===== src/rtl/pc_sequencer.sv =====
// Next-PC controller: selects the program counter source each cycle (boot, +4,
// branch, trap, trap return), sequences post-redirect flushes and debug halt.
module pc_sequencer #(
   parameter logic [31:0] RESET_VECTOR = 32'h0000_0000,
   parameter logic [31:0] TRAP_VECTOR  = 32'h0000_0100,
   parameter int unsigned FLUSH_CYCLES = 2
) (
   input  logic        i_Clk,
   input  logic        i_Rst,
   input  logic [31:0] i_PC,
   input  logic        i_Stall,
   input  logic        i_BranchTaken,
   input  logic [31:0] i_BranchTarget,
   input  logic        i_Trap,
   input  logic        i_TrapReturn,
   input  logic [31:0] i_EPC,
   input  logic        i_Halt,
   input  logic        i_Resume,
   output logic        o_PCEn,
   output logic [31:0] o_NewPC,
   output logic        o_Flush,
   output logic        o_Halted,
   output logic        o_MisalignTrap,
   output logic [31:0] o_MisalignAddr
);

   typedef enum logic [1:0] {
      S_BOOT  = 2'd0,
      S_RUN   = 2'd1,
      S_FLUSH = 2'd2,
      S_HALT  = 2'd3
   } state_t;

   localparam logic [3:0] FLUSH_LOAD = 4'(FLUSH_CYCLES);

   function automatic logic f_misaligned(input logic [31:0] addr);
      return (addr[1:0] != 2'b00);
   endfunction

   state_t      r_state;
   state_t      w_next_state;
   logic [3:0]  r_flush_cnt;
   logic [3:0]  w_next_cnt;
   logic [31:0] r_MisalignAddr;
   logic        w_pc_en;
   logic [31:0] w_new_pc;
   logic        w_misalign;
   logic [31:0] w_misalign_addr;
   logic        w_redirect;
   logic        w_in_run;

   // Next-state, flush counter and PC source selection
   always_comb begin
      w_next_state    = r_state;
      w_next_cnt      = r_flush_cnt;
      w_pc_en         = 1'b0;
      w_new_pc        = i_PC;
      w_misalign      = 1'b0;
      w_misalign_addr = 32'h0000_0000;
      w_redirect      = 1'b0;
      w_in_run        = (r_state == S_RUN);

      case (r_state)
         S_BOOT: begin
            w_pc_en      = 1'b1;
            w_new_pc     = RESET_VECTOR;
            w_next_state = S_FLUSH;
            w_next_cnt   = FLUSH_LOAD;
         end
         S_RUN, S_FLUSH: begin
            if (i_Trap) begin
               w_pc_en    = 1'b1;
               w_new_pc   = TRAP_VECTOR;
               w_redirect = 1'b1;
            end else if (i_TrapReturn) begin
               w_pc_en    = 1'b1;
               w_redirect = 1'b1;
               if (f_misaligned(i_EPC)) begin
                  w_new_pc        = TRAP_VECTOR;
                  w_misalign      = 1'b1;
                  w_misalign_addr = i_EPC;
               end else begin
                  w_new_pc = i_EPC;
               end
            end else if (i_BranchTaken && w_in_run) begin
               w_pc_en    = 1'b1;
               w_redirect = 1'b1;
               if (f_misaligned(i_BranchTarget)) begin
                  w_new_pc        = TRAP_VECTOR;
                  w_misalign      = 1'b1;
                  w_misalign_addr = i_BranchTarget;
               end else begin
                  w_new_pc = i_BranchTarget;
               end
            end else if (i_Halt && w_in_run) begin
               w_pc_en      = 1'b0;
               w_next_state = S_HALT;
            end else if (i_Stall) begin
               w_pc_en  = 1'b0;
               w_new_pc = i_PC;
            end else begin
               w_pc_en  = 1'b1;
               w_new_pc = i_PC + 32'd4;
            end

            // A redirect always (re)starts a full flush window
            if (w_redirect) begin
               w_next_state = S_FLUSH;
               w_next_cnt   = FLUSH_LOAD;
            end else if (r_state == S_FLUSH) begin
               w_next_cnt = r_flush_cnt - 4'd1;
               if (r_flush_cnt <= 4'd1) begin
                  w_next_state = S_RUN;
               end else begin
                  w_next_state = S_FLUSH;
               end
            end else begin
               w_next_cnt = r_flush_cnt;
            end
         end
         S_HALT: begin
            if (i_Trap) begin
               w_pc_en      = 1'b1;
               w_new_pc     = TRAP_VECTOR;
               w_next_state = S_FLUSH;
               w_next_cnt   = FLUSH_LOAD;
            end else if (i_Resume) begin
               w_next_state = S_RUN;
            end else begin
               w_next_state = S_HALT;
            end
         end
         default: begin
            w_next_state = S_BOOT;
            w_next_cnt   = 4'd0;
         end
      endcase
   end

   // State, flush counter and misaligned-target capture registers
   always_ff @(posedge i_Clk) begin
      if (i_Rst) begin
         r_state        <= S_BOOT;
         r_flush_cnt    <= 4'd0;
         r_MisalignAddr <= 32'h0000_0000;
      end else begin
         r_state     <= w_next_state;
         r_flush_cnt <= w_next_cnt;
         if (w_misalign) begin
            r_MisalignAddr <= w_misalign_addr;
         end
      end
   end

   // Reset overrides every combinational output while it is asserted
   always_comb begin
      if (i_Rst) begin
         o_PCEn         = 1'b0;
         o_NewPC        = RESET_VECTOR;
         o_Flush        = 1'b0;
         o_Halted       = 1'b0;
         o_MisalignTrap = 1'b0;
      end else begin
         o_PCEn         = w_pc_en;
         o_NewPC        = w_new_pc;
         o_Flush        = (r_state == S_FLUSH);
         o_Halted       = (r_state == S_HALT);
         o_MisalignTrap = w_misalign;
      end
   end

   assign o_MisalignAddr = r_MisalignAddr;

endmodule

===== config.mk =====
export PLATFORM = sky130hd
export DESIGN_NAME = pc_sequencer
export DESIGN_NICKNAME = d
export VERILOG_FILES = /design/src/rtl/pc_sequencer.sv
export SDC_FILE = /design/constraint.sdc
export NUM_CORES = 1
export LEC_CHECK = 0
export BUFFER_PORTS_ARGS = -buffer_cell sky130_fd_sc_hd__buf_2
export CAP_MARGIN = 25
export CORE_MARGIN = 1
export CORE_UTILIZATION = 47
export CTS_CLUSTER_DIAMETER = 120
export CTS_CLUSTER_SIZE = 20
export DETAILED_ROUTE_END_ITERATION = 10
export PLACE_DENSITY = 0.78
export SLEW_MARGIN = 25
export SYNTH_ARGS = -nofsm -noshare
export SYNTH_HDL_FRONTEND = slang
export SYNTH_SLANG_ARGS = --single-unit

===== constraint.sdc =====
create_clock -name i_Clk -period 2.65 [get_ports i_Clk]
set_clock_uncertainty 0.15 [all_clocks]
set_input_delay 0.1325 -clock i_Clk [delete_from_list [all_inputs] [get_ports i_Clk]]
set_output_delay 0.1325 -clock i_Clk [all_outputs]
set_load 0.1 [all_outputs]

# --- Yosys cells after proc, flatten, opt, wreduce, memory -nomap -nowiden ---
# Index checks and enable logic that the tools add are counted.
totals:
  register_bits: 38
  latchBits: 0
  mem_bits_rw: 0
  rom_bits: 0
  inputBits: 104
  output_inout_bits: 68
  word_cells: 74
  mem_count: 0
op_classes:
  n_addsub: 2
  n_mul: 0
  div_mod_pow: 0
  n_lt_le_gt_ge: 1
  n_eq_ne: 9
  n_shift: 0
  n_mux: 51
  bitwise: 0
  reduce_logical: 8
ops:
  columns: ["op", "n"]
  rows:
  - ["two-way mux 32 bit", 15]
  - ["one-hot mux 32 bit (3 select lines)", 1]
  - ["adder 32 x 3 -> 32 bit (second input constant)", 1]
  - ["two-way mux 1 bit", 20]
  - ["two-way mux 2 bit", 9]
  - ["inequality test 4 bit (second input constant)", 4]
  - ["two-way mux 4 bit", 3]
  - ["one-hot mux 4 bit (3 select lines)", 1]
  - ["one-hot mux 2 bit (3 select lines)", 1]
  - ["equality test 2 bit (second input constant)", 2]
  - ["less-or-equal comparator 4 x 1 -> 1 bit (second input constant)", 1]
  - ["AND reduction 4 bit", 1]
  - ["nonzero test 2 bit", 2]
  - ["subtractor 4 x 1 -> 4 bit (second input constant)", 1]
  - ["inequality test 3 bit (second input constant)", 1]
  - ["one-hot mux 1 bit (3 select lines)", 1]
  - ["equality test 2 x 1 -> 1 bit (second input constant)", 1]
  - ["logical AND 1 bit", 2]
  - ["zero test 2 bit", 1]
  - ["inequality test 2 bit (second input constant)", 1]
  - ["AND reduction 2 bit", 1]
  - ["OR reduction 2 bit", 1]

# --- Depth between registers and ports, before layout ---
# Gate-level depths: netlist of run 1.
logic_depth:
  ltp_word: 9
  depth_mapped: 10
  depth_no_buf: 7

# --- Worst setup path before layout of run 1 ---
# OpenSTA, ideal clock, no wires.
synth_timing:
  path_type: "register -> output"
  from: "reg r_state[0]"
  to: "out o_NewPC[27]"
  arrival_ns: 4.653
  required_ns: 2.368
  slack_ns: -2.285
  stages_incl_launch_ff: 6
  n_path_buf: 0
  path_cell_list: "dfxtp_1 inv_1 ha_1 and2b_1 nand2_1 o311ai_0"
synth_via:
  elab_chain_len: 8
  elab_cells_between_ends: 13
  cone_classes: "3 x eq/ne; 6 x mux; 4 x reduce/logical"
synth_rtl:
  columns: ["element", "line_no", "rtl"]
  rows:
  - ["start, declared", "40", "state_t r_state;"]
  - ["start signal, assigned", "147", "r_state <= w_next_state;"]
  - ["equality test 2 x 1 -> 1 bit", "61, 63", null]
  - ["logical AND 1 bit", "95", "end else if (i_Halt && w_in_run) begin"]
  - ["two-way mux 32 bit", "95", null]
  - ["two-way mux 32 bit", "85", "end else if (i_BranchTaken && w_in_run) begin"]
  - ["two-way mux 32 bit", "75", "end else if (i_TrapReturn) begin"]
  - ["two-way mux 32 bit", "71", "if (i_Trap) begin"]
  - ["one-hot mux 32 bit (3 select lines) (*)", "63", "case (r_state)"]
  - ["two-way mux 32 bit (*)", "157", "if (i_Rst) begin"]
  - ["end, declared", "20", "output logic [31:0] o_NewPC,"]
# Mark *: on every way between the ends. The rest lies on a longest branch, timed or not.

# --- Final worst setup path of run 1 ---
layout_timing:
  from: "reg r_state[1]"
  to: "out o_NewPC[30]"
# Same word-level chain as after synthesis.

==> results of run 1 <==
final cells by class:
cell class / instances / area (um2) / share of cell area, %
Multi-Input combinational cell: 375 / 3090 / 52.7
Clock buffer: 6 / 82.6 / 1.41
Sequential cell: 38 / 763 / 13.0
Inverter: 9 / 36.3 / 0.618
Timing Repair Buffer: 218 / 1710 / 29.1
Tap cell: 99 / 124 / 2.11
Clock inverter: 2 / 60.1 / 1.02
synth_stat cells, types with 7 or more instances:
master and n:
xor2_1 7, mux2i_1 30, nand2_1 25, and3_1 8, nand3_1 13, clkbuf_1 20, nor2_1 55, a21oi_1 16
xnor2_1 14, a222oi_1 8, a22o_1 9, inv_1 9, nand4_1 10, buf_2 10, o21ai_0 19, dfxtp_1 38
a22oi_1 21, nor3_1 7, a211oi_1 34, ha_1 7
registers in the layout, summed over array words and instances, names as in the netlist:
name            cells
r_state             2
r_flush_cnt         4
o_MisalignAddr     32
path summary, 6_finish.rpt:
kind	endpoint	slack (ps)	cells past startpoint
min	o_MisalignAddr[18]	30	3
max reg2reg	o_MisalignAddr[22]	380	10
min reg2reg	o_MisalignAddr[5]	350	2
max	o_NewPC[30]	-200	9
what timing repair did:
item | in CTS | in global routing
pin swaps | 7 | 12
gates cloned | 0 | 1
hold endpoints to repair | 0 | 0
setup endpoints to repair | 24 | 25
buffers inserted | 13 | 8
gates resized for setup | 14 | 43
stage by stage:
step                setup TNS (ps)  util (%)
finish                        -559      80.5
floorplan                    -2200         -
global placement                 0      72.4
CTS                           -201      76.6
global route                 -1190      80.5
detailed placement               0      72.4
power groups by stage:
stage,clock network [uW],registers (uW),logic (uW)
global route,670,623,887
detailed placement,0,632,780
finish,656,619,853
global placement,0,630,769
CTS,645,618,800
floorplan,0,828,334
cell families (layout without fill, tap and decap cells):
kind of cell | count (synthesis) | count (layout) | share of synthesized area [%]
compound gates | 145 | 145 | 30.2
xor+xnor | 21 | 21 | 5.19
fa+ha+maj | 7 | 7 | 2.47
buf+inv | 41 | 235 | 4.90
flops | 38 | 38 | 21.5
mux | 30 | 30 | 8.47
simple gates | 172 | 172 | 27.3
tightest hold or removal path, stage by stage:
cell and delay, ps:
buf_2 110, mux2i_1 120, a211oi_1 80
cell usage in the layout, fill, tap and decap left out, types with 9 or more instances in the layout:
master,synthesis,layout
a21oi_1,16,13
o21ai_4,0,10
nand3_1,13,9
a211oi_1,34,33
nand2_1,25,23
dfxtp_1,38,36
xnor2_1,14,13
buf_12,0,32
nand4_1,10,10
nor2_1,55,54
mux2i_1,30,30
buf_2,10,142
buf_4,0,38
a22oi_1,21,13
routing by layer:
| metal | GRT usage, % | routed length (um) | vias to the layer above |
|---|---|---|---|
| li1 | - | - | 2138 |
| met2 | 58.7 | 7410 | 417 |
| met4 | 14.4 | 898 | 0 |
| met5 | 0 | 0 | - |
| met3 | 7.37 | 1710 | 106 |
| met1 | 46.9 | 5910 | 2259 |
==> metrics.md, run 1 <==
| Metric | Value |
|---|---|
| Bufs on Longest Clock Path | `2` |
| Final worst setup slack | `-203 ps` |
| Ys async rst share | `0%` |
| Hold Slack | `28.1 ps` |
| Syn Std Cell Area | `0.00355 mm2` |
| Arr. time, crit path | `2570 ps` |
| NetSw | `869 uW` |
| Crit path required time | `2370 ps` |
| H-tree depth | `2` |
| CP cell instances | `inv_4, ha_4, nor4b_4, buf_4, nand3_4, o2bb2ai_4, or4b_4, nand3_4, buf_12` |
| Fmax | `0.350 GHz` |
| Final hold viol count | `0` |
| Detailed Route WL | `15900 um` |
| Dpl cell area | `0.00528 mm2` |
| Share of layout cells above drive strength 1 | `48.6%` |
| Crit path from | `r_state[1]` |
| Overall power | `2130 uW` |
| Initial antenna violation count | `0` |
| Via count | `4920` |
| Switching share of power | `40.8%` |
| Final Max Slew Viols | `0` |
| Most frequent CP cell | `nand3_4` |
| PortBufs | `171` |
| Yosys top cell area share | `21.5%` |
| Fillers | `494` |
| Worst path bufs/invs | `3` |
| Worst slack, placed | `144 ps` |
| Hold crit path type | `in2reg` |
| Reg power frac | `29.1%` |
| Worst slew pin tran | `524 ps` |
| Pin count of the biggest net entering global routing | `64` |
| Reg clk slew, reported paths | `100 ps` |
| Layout Nets | `758` |
| Die width | `88.9 um` |
| Hold Startpoint | `i_BranchTarget[18]` |
| Tot GR Track Use | `36.2%` |
| Peak VDD IR | `0.290 mV` |
| Post-Syn Nets | `565` |
| #FFs+latches synth | `38` |
| Die ar. | `0.00790 mm2` |
| Area growth, synth to finish | `65.5%` |
| # diodes | `0` |
| Hold buffers post-CTS | `0` |
| Gpl congestion | `0.984` |
| Final ANT Viol Nets | `0` |
| Synth area leaders | `dfxtp_1 (21%), mux2i_1 (8.5%), a211oi_1 (7.2%), nor2_1 (5.8%), a22oi_1 (4.4%)` |
| Internal Pwr Total | `1260 uW` |
| Starting Density | `48.6%` |
| Pwr Density | `363 mW/mm2` |
| Clk Latency, worst-skew pair | `310 ps` |
| Cell family with most CP delay | `simple AND/OR/NAND/NOR gates` |
| Initial DRC Count | `633` |
| Status | `finished with violations` |
| Clock root buffer | `clkbuf_8` |
| Most used DFF post-synth | `dfxtp_1` |
| Max incr delay on CP | `490 ps` |
| RSZ-0062 raised after global routing | `true` |
| DP HPWL | `10500 um` |
| Post-DR wirelength/cell | `21.3 um` |
| CP Capture Type | `output port` |
| GR Overflow Total | `0` |
| Critical Path Source Type | `flop` |
| Clock power frac | `30.8%` |
| Worst setup path category | `reg2out` |
| Worst flop-to-flop path startpoint | `r_state[0]` |
| Placed cells | `717` |
| First-pass DRT Iterations | `6` |
| Vias/cell | `6.59` |
| Synth Warn # | `0` |
| First-pass GRT wire length | `21800 um` |
| Gate Count Post-Synth | `454` |
| Non-Filler Instances | `747` |
| Die height | `88.9 um` |
| Leak | `0.00238 uW` |
| Cell taking the most area after synthesis | `dfxtp_1` |
| Sequential share of the synthesized area | `21.5%` |
| Mean Syn Cell Area | `7.81 um2` |
| Drt drc | `0` |
| Clock buffer count from CTS | `5` |
| # rows | `31` |
| Period Utilization, post-route | `108%` |
| Design area | `0.00587 mm2` |
| Worst-path maximum fanout | `3` |
| Endpoints failing setup | `9` |
| Comb power frac | `40.1%` |
| Failing checks | `setup timing` |
| CTS sink cnt | `38` |
| Number of distinct library cells after synthesis | `71` |
| Post-synth EDFFs | `0` |
| # IOs | `172` |
| Max cap viols | `0` |
| Core Area | `0.00729 mm2` |
| Worst path slowest cell | `or4b_4` |
| Number of global-route vias before repair | `4333` |
| Final Critical Period | `2850 ps` |
| TritonCTS clock tree | `built` |
| Rel. slew slack | `65.1%` |
(Power assumes the default switching activity.)
==> inputs of run 2 (changes only) <==
--- a/config.mk
+++ b/config.mk
@@ -5,14 +5,15 @@
 export SDC_FILE = /design/constraint.sdc
 export NUM_CORES = 1
 export LEC_CHECK = 0
+export ABC_AREA = 1
 export BUFFER_PORTS_ARGS = -buffer_cell sky130_fd_sc_hd__buf_2
 export CAP_MARGIN = 25
 export CORE_MARGIN = 1
-export CORE_UTILIZATION = 47
+export CORE_UTILIZATION = 49
 export CTS_CLUSTER_DIAMETER = 120
 export CTS_CLUSTER_SIZE = 20
 export DETAILED_ROUTE_END_ITERATION = 10
-export PLACE_DENSITY = 0.78
+export PLACE_DENSITY = 0.79
 export SLEW_MARGIN = 25
 export SYNTH_ARGS = -nofsm -noshare
 export SYNTH_HDL_FRONTEND = slang
==> metrics.md, run 2 <==
| Metric | Value |
|---|---|
| Status | `finished with violations` |
| Failing checks | `setup timing` |
| Bufs on Longest Clock Path | `2` |
| Cell taking the most area after synthesis | `nand2_1` |
| Peak VDD IR | `0.299 mV` |
| Reg-to-Reg End | `o_MisalignAddr[18]` |
| Worst Hold Depth | `3` |
| Post-synthesis mux area share | `0%` |
| Synth Warn # | `0` |
| Synth area leaders | `nand2_1 (26%), dfxtp_1 (19%), nor2_1 (12%), a311oi_2 (11%), a21oi_1 (4.4%)` |
| Drt drc | `0` |
| Fmax | `0.368 GHz` |
| Dpl cell area | `0.00577 mm2` |
| Worst slew pin tran | `617 ps` |
| R2r worst-path depth | `12` |
| Final ANT Viol Nets | `0` |
| Largest family of logic cells by synthesized area | `simple AND/OR/NAND/NOR gates` |
| Worst flop-to-flop path startpoint | `r_state[0]` |
| Final Max Slew Viols | `0` |
| Worst-path maximum fanout | `9` |
| Commonest non-fill, non-tap cells in the layout | `nand2_1 (268), buf_2 (139), nor2_1 (118)` |
| H-tree depth | `2` |
| Hold Slack | `0.798 ps` |
| Reg clk slew, reported paths | `90 ps` |
| Final Critical Period | `2720 ps` |
| Syn Std Cell Area | `0.00405 mm2` |
| Pwr Density | `412 mW/mm2` |
| Post-Route Setup TNS | `-141 ps` |
| Layout Nets | `1015` |
| Post-DR wirelength/cell | `17.5 um` |
| PortBufs | `171` |
| #FFs+latches synth | `38` |
| Period Utilization, post-route | `102%` |
| Max reg flops | `32` |
| Rel. slew slack | `58.9%` |
| Vias/cell | `5.87` |
| Clock root buffer | `clkbuf_8` |
| Most numerous cell in the Yosys netlist | `nand2_1` |
| First-pass DRT Iterations | `6` |
| Simple-Gate Fraction of Synth Area | `48.6%` |
| Sequential share of the synthesized area | `18.8%` |
| Gate Count Post-Synth | `717` |
| DP HPWL | `13200 um` |
| Commonest non-fill, non-tap cell in the layout | `nand2_1` |
| Crit path required time | `2370 ps` |
| Clk Latency, worst-skew pair | `300 ps` |
| Number of global-route vias before repair | `5304` |
| Crit path from | `r_state[1]` |
| Die width | `92.9 um` |
| Initial antenna violation count | `0` |
| First-pass GRT wire length | `26000 um` |
| Adder-Cell Fraction of Synth Area | `2.16%` |
| Commonest cells in the netlist | `nand2_1 (276), nor2_1 (128), dfxtp_1 (38), inv_1 (38), a21oi_1 (36)` |
| Core Area | `0.00785 mm2` |
| GR Overflow Total | `0` |
| Leak | `0.00278 uW` |
| RSZ-0062 raised after global routing | `true` |
| CP Capture Type | `output port` |
| CTS sink cnt | `38` |
| Hold Startpoint | `i_BranchTarget[16]` |
| Yosys top cell area share | `25.6%` |
| Via count | `5907` |
| Gpl congestion | `1.00` |
| Design area | `0.00632 mm2` |
| Endpoints failing setup | `3` |
| Die height | `92.9 um` |
| Fillers | `552` |
| Post-Syn Nets | `828` |
| R2r setup slk | `50 ps` |
| Ys async rst share | `0%` |
| Critical Path Source Type | `flop` |
| Initial DRC Count | `595` |
| Final hold viol count | `0` |
| # IOs | `172` |
| Arr. time, crit path | `2430 ps` |
| Hold crit path type | `in2reg` |
| Number of distinct library cells after synthesis | `35` |
| Worst setup endpoint | `o_NewPC[31]` |
| Pin count of the biggest net entering global routing | `57` |
| TritonCTS clock tree | `built` |
| Max cap viols | `0` |
| Worst slack, placed | `87.6 ps` |
| Post-synth EDFFs | `0` |
| Mean Syn Cell Area | `5.65 um2` |
| # rows | `32` |
| Clock buffer count from CTS | `5` |
| Tot GR Track Use | `38.1%` |
| Die ar. | `0.00863 mm2` |
| Worst setup path category | `reg2out` |
| Final worst setup slack | `-65.5 ps` |
| XOR/XNOR share of the synthesized area | `0%` |
| Detailed Route WL | `17600 um` |
| Starting Density | `51.6%` |
| Most used DFF post-synth | `dfxtp_1` |
| Share of layout cells above drive strength 1 | `34.9%` |
| Synth Area in Compound Gates | `22.0%` |
| Area growth, synth to finish | `56.1%` |
| # diodes | `0` |
[run 2: how the worst min path moves through the flow]
stage | end | slack (ps)
after detailed placement | o_MisalignAddr[30] | 290
final | o_MisalignAddr[16] | 0.8
after global placement | r_flush_cnt[3] | 280
after CTS | o_MisalignAddr[19] | 0.08
after global routing | o_MisalignAddr[8] | 0.8
after floorplan | o_MisalignAddr[30] | 140
[run 2: power breakdown]
group / internal (uW) / total [uW] / switching, uW
Clock: 378 / 616 / 239
Sequential: 622 / 651 / 29.4
Combinational: 360 / 1340 / 977
[run 2: cell type report]
class	count	area [um2]	area share, %
inverter	42	160	2.53
clock inverter	3	68.8	1.09
timing repair buffer	219	1790	28.3
multi-input combinational	598	3340	52.9
clock buffer	5	68.8	1.09
sequential	38	762	12.1
tap	102	128	2.02
[run 2: logic make-up after synthesis]
logic type | Yosys count
AND/OR/NAND/NOR | 480
adder cells (fa/ha/maj) | 7
buffers and inverters | 81
flip-flops | 38
AO/OA/AOI/OAI | 111
[run 2: layer usage]
layer / vias to the layer above / GRT usage (%) / share of wire (%)
li1: 2728 / - / -
met1: 2680 / 50.3 / 40
met2: 439 / 61.7 / 45
met3: 60 / 7.88 / 11
met4: 0 / 11.7 / 3.0
met5: - / 0 / 0
[run 2: worst max-delay path, stage by stage (launching register included)]
cell and delay (ps):
dfxtp_2 360, inv_2 60, ha_4 180, nand2_2 110, inv_2 90, o21ai_0 130, nand2_2 170, buf_2 230
nor2_1 150, nand2_1 90, nand2_1 90, nand2_1 100, a21oi_4 170, buf_12 190
[run 2: what timing repair did]
| action | in CTS | in global routing |
|---|---|---|
| gates cloned | 0 | 1 |
| pin swaps | 4 | 11 |
| resized for setup | 15 | 26 |
| buffers inserted | 5 | 8 |
| hold endpoints to repair | 9 | 2 |
| endpoints found under the setup margin | 28 | 31 |
| hold buffers | 14 | 2 |
[run 2: through the flow]
step | util (%) | total power [uW] | std cells
after floorplan | - | 1540 | 717
after global routing | 80.5 | 2700 | 1007
after global placement | 73.5 | 1870 | 969
after CTS | 78.2 | 2530 | 996
final | 80.5 | 2600 | 1007
after detailed placement | 73.5 | 1900 | 969
==> inputs of run 3 (changes only) <==
--- a/config.mk
+++ b/config.mk
@@ -9,11 +9,11 @@
 export BUFFER_PORTS_ARGS = -buffer_cell sky130_fd_sc_hd__buf_2
 export CAP_MARGIN = 25
 export CORE_MARGIN = 1
-export CORE_UTILIZATION = 49
+export CORE_UTILIZATION = 53
 export CTS_CLUSTER_DIAMETER = 120
 export CTS_CLUSTER_SIZE = 20
 export DETAILED_ROUTE_END_ITERATION = 10
-export PLACE_DENSITY = 0.79
+export PLACE_DENSITY = 0.84
 export SLEW_MARGIN = 25
 export SYNTH_ARGS = -nofsm -noshare
 export SYNTH_HDL_FRONTEND = slang
==> constraint.sdc (replaced) <==
create_clock -name i_Clk -period 3.2 [get_ports i_Clk]
set_clock_uncertainty 0.15 [all_clocks]
set_input_delay 0.16 -clock i_Clk [delete_from_list [all_inputs] [get_ports i_Clk]]
set_output_delay 0.16 -clock i_Clk [all_outputs]
set_load 0.1 [all_outputs]
==> metrics.md, run 3 (same netlist as run 2, synthesis figures left out) <==
| Metric | Value |
|---|---|
| Pin count of the biggest net entering global routing | `57` |
| CP Capture Type | `output port` |
| Arr. time, crit path | `2580 ps` |
| RSZ-0062 raised after global routing | `false` |
| Worst-path maximum fanout | `11` |
| Worst flop-to-flop path startpoint | `r_state[1]` |
| Worst slew pin tran | `593 ps` |
| Endpoints failing setup | `0` |
| Dpl cell area | `0.00554 mm2` |
| Worst Hold Depth | `3` |
| Worst setup path category | `reg2out` |
| # diodes | `0` |
| Hold Startpoint | `i_BranchTarget[31]` |
| # rows | `31` |
| Core Area | `0.00733 mm2` |
| Clock buffer count from CTS | `5` |
| Critical Path Source Type | `flop` |
| TritonCTS clock tree | `built` |
| Post-CTS Setup Bufs | `0` |
| GR Overflow Total | `0` |
| Max reg flops | `32` |
| Internal Pwr Total | `937 uW` |
| Design area | `0.00564 mm2` |
| Detailed Route WL | `15800 um` |
| Pwr Density | `336 mW/mm2` |
| Post-DR wirelength/cell | `16.3 um` |
| Final hold viol count | `0` |
| Area growth, synth to finish | `39.2%` |
| Starting Density | `55.2%` |
| Commonest non-fill, non-tap cell in the layout | `nand2_1` |
| Placed cells | `959` |
| Initial DRC Count | `594` |
| NetSw | `954 uW` |
| DP HPWL | `12600 um` |
| Share of layout cells above drive strength 1 | `30.3%` |
| Peak VDD IR | `0.246 mV` |
| First-pass GRT wire length | `23900 um` |
| R2r worst-path depth | `11` |
| CTS sink cnt | `38` |
| Layout Nets | `978` |
| Min-Delay Endpoint | `o_MisalignAddr[31]` |
| Clock power frac | `18.7%` |
| Commonest non-fill, non-tap cells in the layout | `nand2_1 (275), buf_2 (138), nor2_1 (125)` |
| Final ANT Viol Nets | `0` |
| Bufs on Longest Clock Path | `2` |
| Non-Filler Instances | `967` |
| Reg clk slew, reported paths | `80 ps` |
| Die ar. | `0.00800 mm2` |
| Gpl congestion | `1.08` |
| Max cap viols | `0` |
| Number of global-route vias before repair | `4719` |
| PortBufs | `171` |
| Comb power frac | `52.9%` |
| Initial antenna violation count | `0` |
| Vias/cell | `5.77` |
| Worst slack, placed | `494 ps` |
| # IOs | `172` |
| Hold crit path type | `in2reg` |
| Final core occ | `76.9%` |
| Fmax | `0.346 GHz` |
| Rel. slew slack | `60.5%` |
| Final worst setup slack | `310 ps` |
| Via count | `5582` |
| H-tree depth | `2` |
| Die height | `89.4 um` |
| Final Max Slew Viols | `0` |
| Tot GR Track Use | `39.1%` |
| R2r setup slk | `760 ps` |
| Switching share of power | `50.4%` |
| Die width | `89.4 um` |
| Crit path required time | `2890 ps` |
| Clk Latency, worst-skew pair | `300 ps` |
| Reg power frac | `28.4%` |
| Reg-to-Reg End | `o_MisalignAddr[11]` |
| First-pass DRT Iterations | `6` |
| Period Utilization, post-route | `90.3%` |
| Final Critical Period | `2890 ps` |
| Leak | `0.00254 uW` |
| Drt drc | `0` |
| Clock root buffer | `clkbuf_8` |
| Status | `finished, final reports clean` |
-- run 3: worst max path at each step --
stage / startpoint / end / slack, ps
finish: r_state[1] / o_NewPC[4] / 310
detailed placement: r_state[1] / o_NewPC[20] / 490
global route: r_state[1] / o_NewPC[13] / 130
floorplan: r_state[1] / o_NewPC[0] / -370
global placement: r_state[1] / o_NewPC[14] / 590
CTS: r_state[1] / o_NewPC[20] / 130
-- run 3: critical path: stages (launching register included) --
cell	delay (ps)
dfxtp_1	360
inv_1	80
ha_1	210
nand2_1	150
inv_2	110
o21ai_0	90
nand2_1	120
inv_1	300
o21ai_0	140
o21ai_0	190
a22oi_1	90
nor2_1	220
buf_12	210
-- run 3: cell type report --
cell class,instances,area (um2)
clock buffers,6,82.6
clock inverters,2,12.5
fillers,596,1690
inverters,42,158
multi-input cells,598,3040
flip-flops and latches,38,761
well taps,99,124
repair buffers,182,1460
-- run 3: repair_timing --
action	4_1_cts	5_1_grt
endpoints found under the hold margin	0	0
hold buffers	0	0
resized for setup	0	2
setup endpoints to repair	0	5
-- run 3: routing by layer --
metal	track usage (%)	up-vias	wire length (um)
li1	-	2648	-
met1	54.2	2511	6520
met2	57.7	371	6860
met3	10.2	52	1860
met4	14.7	0	539
met5	0	-	0
-- run 3: power by group through the flow --
stage	clock [uW]	sequential (uW)	combinational (uW)
floorplan	0	792	459
global placement	0	544	962
detailed placement	0	547	983
CTS	355	536	986
global route	377	542	1060
finish	354	536	1000
-- run 3: through the flow --
| stage | hold WS, ps | setup TNS, ps | power (uW) |
|---|---|---|---|
| final | 11.3 | 0 | 1890 |
| after detailed placement | 309 | 0 | 1530 |
| after global placement | 279 | 0 | 1510 |
| after floorplan | 171 | -735 | 1250 |
| after global routing | 24.9 | 0 | 1980 |
| after CTS | 11.0 | 0 | 1880 |
